[src/rtl/cbb_pulse_pacer.sv]
// cbb_pulse_pacer
// Source-domain event pacer placed directly upstream of a pulse synchronizer.
// Bursty single-cycle event strobes are queued as a pending count and re-emitted
// as registered one-cycle pulses whose rising edges are exactly P_GAP_CYCLES
// apart while a backlog exists, so the downstream synchronizer never merges
// back-to-back pulses.
//
// Ports:
//   i_clk       source clock (only clock of the block)
//   i_rstn      asynchronous active-low reset
//   i_event     one event per cycle it is high
//   i_clr       synchronous flush: drops backlog, clears o_overflow
//   o_pulse     registered one-cycle pulse towards the synchronizer
//   o_pending   accepted, not-yet-fired event count
//   o_busy      FSM not idle or backlog non-empty
//   o_overflow  sticky: an event was dropped at saturation
module cbb_pulse_pacer #(
   parameter int P_GAP_CYCLES = 6,
   parameter int P_CNT_WIDTH  = 4
) (
   input  logic                   i_clk,
   input  logic                   i_rstn,
   input  logic                   i_event,
   input  logic                   i_clr,
   output logic                   o_pulse,
   output logic [P_CNT_WIDTH-1:0] o_pending,
   output logic                   o_busy,
   output logic                   o_overflow
);

   localparam int GW = $clog2(P_GAP_CYCLES);
   localparam logic [GW-1:0]          GAP_LOAD = GW'(P_GAP_CYCLES - 1);
   localparam logic [GW-1:0]          GAP_ONE  = GW'(1);
   localparam logic [GW-1:0]          GAP_ZERO = GW'(0);
   localparam logic [P_CNT_WIDTH-1:0] CNT_MAX  = {P_CNT_WIDTH{1'b1}};
   localparam logic [P_CNT_WIDTH-1:0] CNT_ONE  = P_CNT_WIDTH'(1);
   localparam logic [P_CNT_WIDTH-1:0] CNT_ZERO = P_CNT_WIDTH'(0);

   typedef enum logic [1:0] {
      ST_IDLE = 2'd0,
      ST_FIRE = 2'd1,
      ST_GAP  = 2'd2
   } state_t;

   state_t                  state_r;
   state_t                  state_nxt_s;
   logic [GW-1:0]           gap_cnt_r;
   logic [GW-1:0]           gap_nxt_s;
   logic [P_CNT_WIDTH-1:0]  pending_r;
   logic [P_CNT_WIDTH-1:0]  pending_nxt_s;
   logic                    overflow_r;
   logic                    overflow_nxt_s;
   logic                    pulse_r;
   logic                    busy_r;
   logic                    avail_s;
   logic                    take_s;
   logic                    acc_s;
   logic                    drop_s;
   logic                    pend_max_s;
   logic                    ev_ok_s;

   // Next-state, gap counter, pending-count and overflow computation
   always_comb begin
      state_nxt_s    = state_r;
      gap_nxt_s      = gap_cnt_r;
      pending_nxt_s  = pending_r;
      overflow_nxt_s = overflow_r;
      ev_ok_s        = i_event & ~i_clr;
      avail_s        = (pending_r != CNT_ZERO) | ev_ok_s;
      pend_max_s     = (pending_r == CNT_MAX);

      case (state_r)
         ST_IDLE: begin
            if (avail_s & ~i_clr) begin
               state_nxt_s = ST_FIRE;
            end else begin
               state_nxt_s = ST_IDLE;
            end
         end
         ST_FIRE: begin
            state_nxt_s = ST_GAP;
            gap_nxt_s   = GAP_LOAD;
         end
         ST_GAP: begin
            if (gap_cnt_r == GAP_ONE) begin
               gap_nxt_s = GAP_ZERO;
               if (avail_s & ~i_clr) begin
                  state_nxt_s = ST_FIRE;
               end else begin
                  state_nxt_s = ST_IDLE;
               end
            end else begin
               gap_nxt_s = gap_cnt_r - GAP_ONE;
            end
         end
         default: begin
            state_nxt_s = ST_IDLE;
            gap_nxt_s   = GAP_ZERO;
         end
      endcase

      // FIRE is never followed by FIRE, so entering FIRE is exactly "next is FIRE"
      take_s = (state_nxt_s == ST_FIRE);
      // An event is accepted unless the counter is full and nothing leaves this cycle
      acc_s  = ev_ok_s & ~(pend_max_s & ~take_s);
      drop_s = ev_ok_s & pend_max_s & ~take_s;

      if (i_clr) begin
         pending_nxt_s  = CNT_ZERO;
         overflow_nxt_s = 1'b0;
      end else begin
         // take with an empty counter always has acc set (avail needs the event)
         if (acc_s & ~take_s) begin
            pending_nxt_s = pending_r + CNT_ONE;
         end else if (take_s & ~acc_s) begin
            pending_nxt_s = pending_r - CNT_ONE;
         end else begin
            pending_nxt_s = pending_r;
         end
         overflow_nxt_s = overflow_r | drop_s;
      end
   end

   // State, counters and registered outputs
   always_ff @(posedge i_clk or negedge i_rstn) begin
      if (!i_rstn) begin
         state_r    <= ST_IDLE;
         gap_cnt_r  <= GAP_ZERO;
         pending_r  <= CNT_ZERO;
         overflow_r <= 1'b0;
         pulse_r    <= 1'b0;
         busy_r     <= 1'b0;
      end else begin
         state_r    <= state_nxt_s;
         gap_cnt_r  <= gap_nxt_s;
         pending_r  <= pending_nxt_s;
         overflow_r <= overflow_nxt_s;
         pulse_r    <= (state_nxt_s == ST_FIRE);
         busy_r     <= (state_nxt_s != ST_IDLE) | (pending_nxt_s != CNT_ZERO);
      end
   end

   assign o_pulse    = pulse_r;
   assign o_pending  = pending_r;
   assign o_busy     = busy_r;
   assign o_overflow = overflow_r;

endmodule

[config.mk]
export PLATFORM = sky130hd
export DESIGN_NAME = cbb_pulse_pacer
export DESIGN_NICKNAME = d
export VERILOG_FILES = /design/src/rtl/cbb_pulse_pacer.sv
export SDC_FILE = /design/constraint.sdc
export NUM_CORES = 1
export LEC_CHECK = 0
export BUFFER_PORTS_ARGS = -buffer_cell sky130_fd_sc_hd__buf_2
export CAP_MARGIN = 20
export CORE_MARGIN = 1.5
export CORE_UTILIZATION = 40
export CTS_BUF_LIST = sky130_fd_sc_hd__clkbuf_2 sky130_fd_sc_hd__clkbuf_4 sky130_fd_sc_hd__clkbuf_8
export CTS_CLUSTER_DIAMETER = 120
export DETAILED_ROUTE_END_ITERATION = 8
export HOLD_SLACK_MARGIN = 0.15
export PLACE_DENSITY = 0.66
export SYNTH_ARGS = -nofsm -noshare
export SYNTH_HDL_FRONTEND = slang
export SYNTH_SLANG_ARGS = --single-unit
[constraint.sdc]
create_clock -name i_clk -period 2.7 [get_ports i_clk]
set_input_delay 0.405 -clock i_clk [delete_from_list [all_inputs] [get_ports i_clk]]
set_output_delay 0.405 -clock i_clk [all_outputs]
set_load 0.1 [all_outputs]
==> results.md, run 1 <==
* Status: completed
* CTS tree: yes
* Average routed wire per standard cell at 14.0 um
* Hold Path End: o_pending[3]
* WP data required at 2840 ps
* CP Launch Type: flip-flop
* Commonest register cell after synthesis: dfrtp_1
* Num CTS Buffers at 3
* Drt total wl at 2.01 mm
* Crit Path Category: reg2reg
* Initial antenna violation count at 0
* DRT iter0 DRCs at 8
* Relative slew slack at 67.9%
* Post-Place Cell Area at 966 um2
* GRT overflow at 0
* Crit path cell chain: inv_4, ha_4, nor4b_4, or4_4, o21a_4, clkinv_4, a22oi_2, or3_1, or4b_1
* Most frequent cells in the layout: 13 x buf_4, 10 x buf_2, 7 x inv_1, 7 x ha_1, 7 x dfrtp_1
* Final worst slack at 54.8 ps
* Port Buffers at 10
* CP Max Fanout at 5
* Worst slack at placement at 48.7 ps
* Total GRT Usage at 16.9%
* Most common cell after layout, fill and taps aside: buf_4
* Remaining antenna violation count at 0
* Reg-to-Reg End: o_busy
* Syn_nets at 103
* Top cells by area, synth: dfrtp_1 36%, ha_1 12%, inv_1 4.5%
* Synthesized area at 836 um2
* Top-area cell type share of the netlist area at 35.9%
* Setup Skew at 4.78 ps
* EDFF count, synth at 0
* Cell taking the most area after synthesis: dfrtp_1
* #FFs+latches synth at 12
* Pwr Density at 1200 nW/um2
* Layout area overhead at 31.7%
* Max Freq at 0.378 GHz
* TNS Setup at 0 ps
* Hold path depth at 3
* Layout cells sized above 1 at 36.8%
* Crit-path slowest cell: or4_4
* CP arrival at 2780 ps
* Hold_sp: i_clr
* Max Root-Sink Buffers at 2
* DR vias at 767
* Nets at 130
* Die width at 48.7 um
* Worst VDD drop at 0.818 mV
* Yosys warns at 0
* Sequential share of the synthesized area at 35.9%
* Clock transition at path regs at 70 ps
* FP Rows at 16
* R2R depth at 9
* Die area at 2370 um2
* 1st-pass router iterations at 4
* Post-Layout Inst Area at 1100 um2
* Average cell area after synthesis at 9.18 um2
* Number of diodes at 0
* Crit. End Element: flip-flop
* DRC viols at 0
* Pleak at 0.526 nW
* Max-cap viol count at 0
* Synth Instances at 91
* Ys async rst share at 100%
* Clk root buf: clkbuf_4
* Top Ports at 11
* R2R Path Start: o_pending[1]
* First-pass GRT wire length at 3.07 mm
* DP HPWL at 1.44 mm
* Tmin final at 2650 ps
* GP Congestion at 0.869
* Largest net degree at the start of global routing at 13
* Final slew viol count at 0
* Initial Util at 42.6%
* Vias in the first global route at 700
* Setup violations, final at 0
* Placed cell count at 133
* Worst skew pair latency at 270 ps
* Crit path largest cell delay at 540 ps
* Total power at 0.00133 W
* Fin. Hold Viols at 0
* Die height at 48.7 um
* Clock sink count at 12
* Worst Tran Pin Value at 485 ps
* Routed vias/inst at 5.33
* Final period utilization at 98.0%
* CORE AREA at 1960 um2
* H-Tree Level Count at 1
* Final std cells w/o fill at 144
* Min-delay worst type: in2reg
* Reg2reg setup slack at 50 ps
* Synth cell types at 33
## cells in the mapped netlist (all sizes together) (2+ instances only)
| library cell | n |
|---|---|
| dfrtp | 12 |
| inv | 10 |
| ha | 8 |
| nand2 | 6 |
| nor2 | 6 |
| o21ai | 5 |
| nor3 | 4 |
| a31oi | 3 |
| nand2b | 3 |
| nand3 | 3 |
| or3 | 3 |
| a211oi | 2 |
| a21oi | 2 |
| buf | 2 |
| mux2i | 2 |
| nor3b | 2 |
| nor4b | 2 |
| o31ai | 2 |
| or4 | 2 |
## registers in the layout (all words and copies together), names as in the netlist
name,cells
o_pulse,1
gap_cnt_r,3
state_r,2
o_busy,1
o_pending,4
o_overflow,1
## timing repair
action	in CTS	in global routing
endpoints found under the hold margin	12	0
buffers inserted	0	6
endpoints found under the setup margin	0	1
resized for setup	0	10
hold buffers	1	0
## worst max path at each step
stage / startpoint / endpoint / slack [ps] / cells after the start
after CTS: state_r[0] / o_busy / 30 / 9
after global placement: o_pending[1] / o_busy / 160 / 9
after global routing: o_pending[1] / o_busy / -10 / 8
after detailed placement: state_r[0] / o_busy / 50 / 9
after floorplan: o_pending[0] / o_busy / -80 / 9
final: o_pending[1] / o_busy / 50 / 9
## stage by stage
step / util, % / hold WS (ps)
2_1_floorplan: - / 109
3_5_place_dp: 49.2 / 301
4_1_cts: 51.6 / 456
6_report: 56.1 / 477
5_1_grt: 56.1 / 479
3_3_place_gp: 49.2 / 297
## power by group
group          internal (W)  total (W)  switching [W]
clock network     0.0000819   0.000138      0.0000560
logic              0.000328   0.000881       0.000553
registers          0.000247   0.000306      0.0000592
total              0.000657    0.00133       0.000668
## worst max-delay path, delay by kind of cell, from the launching register on
family | cells | cell delay (ps)
AND/OR/NAND/NOR | 4 | 1470
flip-flops | 1 | 450
AO/OA/AOI/OAI | 2 | 330
adder cells (fa/ha/maj) | 1 | 160
buffers and inverters | 2 | 100
## kinds of logic (layout without fill, tap and decap cells)
| logic type | after synthesis | after routing | synth area share, % |
|---|---|---|---|
| multiplexers | 2 | 2 | 2.40 |
| flip-flops | 12 | 12 | 35.9 |
| buffers and inverters | 13 | 39 | 7.49 |
| AO/OA/AOI/OAI | 18 | 18 | 15.3 |
| adder cells (fa/ha/maj) | 8 | 8 | 12.0 |
| XOR/XNOR | 1 | 1 | 1.05 |
| AND/OR/NAND/NOR | 37 | 37 | 25.9 |
## layout make-up
class / count / area (um2)
clock buffers: 4 / 36.3
fillers: 195 / 861
inverters: 11 / 48.8
multi-input cells: 66 / 513
flip-flops and latches: 12 / 312
well taps: 27 / 33.8
repair buffers: 24 / 158
## routing by layer
metal,routed length (um),vias to the layer above,track usage [%]
li1,-,377,-
met1,858,367,19.8
met5,0,-,0
met2,1060,19,29.5
met4,29,0,4.29
met3,65,4,5.56
Note: power is estimated with default switching activity, not from simulation.
==> run 2, diff against run 1 <==
Settings changed: GPL_TIMING_DRIVEN set to 0.
==> results.md, run 2 (synthesis gave the netlist of run 1 again) <==
* Status: completed
* Largest net degree at the start of global routing at 13
* R2R depth at 9
* Clock transition at path regs at 90 ps
* Post-Route Utilization at 55.2%
* Setup violations, final at 0
* Largest register FFs at 4
* DP HPWL at 1.27 mm
* Drt total wl at 2.01 mm
* Setup Skew at 6.39 ps
* FP Rows at 16
* Crit Path Category: reg2reg
* Min-delay worst type: in2reg
* GP Congestion at 0.828
* Port Buffers at 8
* RSZ-0062 raised after global routing: true
* H-Tree Level Count at 1
* Nets at 123
* Reg-to-Reg End: o_busy
* Vias in the first global route at 696
* Fin. Hold Viols at 0
* DRT iter0 DRCs at 12
* Bufs and invs on worst path at 2
* Max Freq at 0.376 GHz
* Num CTS Buffers at 3
* Wire length on met2 at 996 um
* Final period utilization at 98.5%
* Max Root-Sink Buffers at 2
* Routed wl met3 at 70 um
* Most common cell after layout, fill and taps aside: buf_2
* Die height at 48.7 um
* Total power at 0.00133 W
* Worst slack at placement at -134 ps
* Worst Tran Pin Value at 484 ps
* Layout cells sized above 1 at 35.5%
* Worst skew pair latency at 280 ps
* Final slew viol count at 0
* Most frequent cells in the layout: 9 x buf_2, 7 x dfrtp_1
* Crit. End Element: flip-flop
* Clock sink count at 12
* Clk root buf: clkbuf_4
* Average routed wire per standard cell at 14.6 um
* Top Ports at 11
* Worst Hold Margin at 312 ps
* Relative slew slack at 68.0%
* CP arrival at 2810 ps
* Crit path largest cell delay at 530 ps
* WP data required at 2850 ps
* Crit-path slowest cell: or4b_1
* First-pass GRT wire length at 3.16 mm
* Crit path from: o_pending[0]
* Pwr Density at 1230 nW/um2
* # fillers at 198
* Routed vias/inst at 5.47
* DRC viols at 0
* Top Metal Used: met4
* Total GRT Usage at 17.2%
* Initial antenna violation count at 0
* GRT overflow at 0
* 1st-pass router iterations at 4
* Max-cap viol count at 0
* Die area at 2370 um2
* R2R Path Start: o_pending[0]
* Remaining antenna violation count at 0
* Layout area overhead at 29.5%
* Critical path depth at 9
* Die width at 48.7 um
* CORE AREA at 1960 um2
* DR vias at 749
* CTS tree: yes
* Initial Util at 42.6%
* Pleak at 0.493 nW
* Final std cells w/o fill at 137
* Number of diodes at 0
* CP Launch Type: flip-flop
* Placed cell count at 126
* CP top delay family: simple AND/OR/NAND/NOR gates
* CP Max Fanout at 7
* Final worst slack at 40.8 ps
* Crit path to: o_busy
* Tmin final at 2660 ps
* Crit path cell chain: inv_4, ha_4, nor4b_4, or4_1, o21a_4, clkinv_4, a22oi_2, or3_1, or4b_1
* Worst VDD drop at 0.821 mV
* Metal1 wirelength at 884 um
* Reg2reg setup slack at 40 ps
==> run 2: changes by cell type in the layout (fill, tap and decap cells not counted) <==
cell     delta
or4_4       -1
buf_4       -7
a31oi_1     -1
buf_2       -1
a31oi_2     +1
or4_1       +1
inv_1       -1
ha_4        +2
ha_1        -2
buf_6       +1
inv_2       +1
==> run 2: how the worst min path moves through the flow <==
stage,startpoint,endpoint,slack (ps),depth (start not counted)
after floorplan,i_rstn,gap_cnt_r[0],110,0
after global placement,i_rstn,o_pending[1],300,1
after detailed placement,i_rstn,o_pending[1],300,1
after CTS,i_clr,o_pending[3],310,2
after global routing,i_clr,o_overflow,310,2
final,i_clr,o_overflow,310,2
==> run 2: timing repair <==
| item | CTS | global route |
|---|---|---|
| hold buffers | 1 | 0 |
| pin swaps | 0 | 6 |
| hold endpoints to repair | 12 | 0 |
| gates resized for setup | 7 | 8 |
| endpoints found under the setup margin | 1 | 1 |
| cloned | 0 | 0 |
| buffers inserted | 1 | 5 |
==> run 2: layout make-up <==
class                      instances  area [um2]  area share (%)
tap                               27        33.8            3.12
multi-input combinational         66         541            49.9
clock buffer                       4        36.3            3.35
timing repair buffer              15        95.1            8.79
inverter                          11        48.8            4.51
sequential                        12         312            28.8
buffer                             2        16.3            1.50
==> run 2: metrics by stage <==
step           cell area, um2  setup TNS (ps)
5_1_grt                  1080           -16.7
3_3_place_gp              920           -68.9
6_report                 1080               0
3_5_place_dp              920            -134
2_1_floorplan             846           -80.0
4_1_cts                  1000               0
==> run 2: layer usage <==
metal,vias to the layer above,global-route usage (%)
li1,366,-
met1,359,21.1
met2,17,29.9
met3,7,1.85
met4,0,8.57
met5,-,0
==> run 2: power breakdown <==
group	switching, W	leakage (nW)	internal (W)
registers	0.0000708	0.152	0.000247
clock network	0.0000691	0.0210	0.0000821
logic	0.000548	0.320	0.000313
total	0.000688	0.493	0.000641
==> run 3, diff against run 2 <==
Settings changed: ABC_AREA set to 1, CAP_MARGIN 20 to unset.
==> results.md, run 3 <==
* CP Launch Type: flip-flop
* Vias in the first global route at 642
* Met3 usage in global routing at 1.23%
* Min-delay worst type: in2reg
* Num CTS Buffers at 3
* Met2 Use GR at 20.5%
* Average routed wire per standard cell at 10.5 um
* Clk root buf: clkbuf_4
* Crit. End Element: flip-flop
* Fin. Hold Viols at 0
* Clock transition at path regs at 60 ps
* Switch Pwr at 0.000700 W
* Worst skew pair latency at 260 ps
* Drt total wl at 1.53 mm
* Die height at 49.4 um
* # fillers at 212
* Clock sink count at 12
* Initial Util at 42.9%
* Worst VDD drop at 0.626 mV
* Commonest register cell after synthesis: dfrtp_1
* Final period utilization at 72.3%
* Layout area overhead at 13.5%
* R2R Path Start: o_pending[0]
* Post-Place Cell Area at 943 um2
* Reg power frac at 25.1%
* Internal power at 0.000533 W
* Synth Instances at 104
* Worst Hold Margin at 339 ps
* Worst Tran Pin Value at 492 ps
* Die width at 49.4 um
* Post-Layout Inst Area at 976 um2
* GP Congestion at 0.855
* H-Tree Level Count at 1
* Syn_nets at 116
* First-pass GRT wire length at 2.70 mm
* Logic pwr share at 66.6%
* RSZ-0062 raised after global routing: false
* Max-cap viol count at 0
* Largest net degree at the start of global routing at 13
* Remaining antenna violation count at 0
* Sw frac at 56.8%
* DRC viols at 0
* Die area at 2440 um2
* DP HPWL at 1.28 mm
* Top cells by area, synth: dfrtp_1 35%, ha_1 12%, inv_1 7.9%
* Port Buffers at 10
* Top-area cell type share of the netlist area at 34.9%
* Pleak at 0.529 nW
* Total GRT Usage at 14.4%
* Final slew viol count at 0
* GRT overflow at 0
* CTS tree: yes
* Synth cell types at 28
* CP Max Fanout at 7
* Average cell area after synthesis at 8.27 um2
* Top Ports at 11
* CP arrival at 2100 ps
* Most frequent cells in the layout: 18 x inv_1, 18 x nand2_1, 12 x dfrtp_1
* Max Freq at 0.512 GHz
* Tmin final at 1950 ps
* Initial antenna violation count at 0
* Placed cell count at 141
* Ys async rst share at 100%
* DRT iter0 DRCs at 15
* WP data required at 2850 ps
* Met1 usage in global routing at 21.0%
* Largest register FFs at 4
* Sequential share of the synthesized area at 34.9%
* Crit path from: o_pending[0]
* CORE AREA at 2000 um2
* Synthesized area at 860 um2
* Gr busiest metal: met1
* Status: completed
* Synth cell count leaders: 18 x inv_1, 18 x nand2_1, 12 x dfrtp_1, 8 x ha_1, 7 x nand3_1
* Layout cells sized above 1 at 26.3%
* #FFs+latches synth at 12
* Setup violations, final at 0
* Number of diodes at 0
* Yosys warns at 0
* R2R depth at 15
* Hold path depth at 2
* Pwr Density at 1260 nW/um2
* Hold_sp: i_clr
* CTS-repair resized insts at 0
* Final std cells w/o fill at 145
* Routed vias/inst at 4.82
* Relative slew slack at 67.4%
* Cell taking the most area after synthesis: dfrtp_1
* DR vias at 699
* Crit Path Category: reg2reg
* Clock power frac at 8.2%
* FP Rows at 16
* Max Root-Sink Buffers at 2
* TNS Setup at 0 ps
* EDFF count, synth at 0
* Setup Skew at 0.959 ps
* Nets at 132
* 1st-pass router iterations at 4
==> run 3: cell types whose count changed in the layout (fill, tap and decap cells not counted), sizes merged, moves of 4 or more <==
cell,previous run,this run
nand2,6,21
xnor2,0,4
nand3,3,10
inv,10,23
buf,16,10
nand4,1,7
==> run 3: cell families (layout without fill, tap and decap cells) <==
logic type / count (synthesis) / count (layout) / synth area share [%]
adder cells (fa/ha/maj): 8 / 8 / 11.6
flip-flops: 12 / 12 / 34.9
XOR/XNOR: 5 / 5 / 5.09
buffers and inverters: 23 / 37 / 10.9
AND/OR/NAND/NOR: 47 / 47 / 30.1
AO/OA/AOI/OAI: 9 / 9 / 7.28
==> run 3: routing by layer <==
layer / vias to the layer above / routed length (um)
met1: 325 / 793
met3: 4 / 38
li1: 361 / -
met2: 9 / 669
met4: 0 / 27
met5: - / 0
==> run 3: critical path, cell delays in order, from the launching register on <==
cell     delay (ps)
dfrtp_1         390
inv_1           140
ha_1            200
inv_1            40
nor2_1           80
nand2_1          80
nand2_1          60
nand2_1          50
nand2_2          70
nand2_2          70
nand3_4         110
nand3_2         130
a21oi_1         190
nor2_2           70
nor2_2           70
nand3_1          70
==> run 3: timing repair <==
item | in CTS | in global routing
buffers inserted | 0 | 0
endpoints found under the hold margin | 12 | 0
setup endpoints to repair | 0 | 0
hold buffers | 1 | 0
==> run 3: final timing paths <==
check	to	slack, ps
max	o_busy	750
min	o_overflow	340
max reg2reg	o_busy	750
min reg2reg	o_overflow	500
max in group asynchronous	gap_cnt_r[0]	1960
min in group asynchronous	o_pending[0]	540
==> run 3: cell type report <==
class | count | area, um2 | share of cell area, %
Sequential cell | 12 | 300 | 30.8
Timing Repair Buffer | 11 | 60.1 | 6.15
Multi-Input combinational cell | 69 | 465 | 47.7
Tap cell | 27 | 33.8 | 3.46
Clock buffer | 3 | 22.5 | 2.31
Inverter | 23 | 93.8 | 9.62
==> run 3: metrics by stage <==
step           setup WS, ps  util [%]  power [W]
4_1_cts                 730      48.8    0.00124
3_3_place_gp            787      47.1    0.00112
2_1_floorplan           202         -   0.000997
3_5_place_dp            747      47.1    0.00114
5_1_grt                 488      48.8    0.00134
6_report                747      48.8    0.00123
==> run 3: power groups by stage <==
stage	sequential, W	clock (W)	combinational [W]
after floorplan	0.000542	0	0.000454
after global placement	0.000311	0	0.000807
after detailed placement	0.000314	0	0.000821
after CTS	0.000311	0.000107	0.000826
after global routing	0.000319	0.000112	0.000904
final	0.000310	0.000101	0.000822
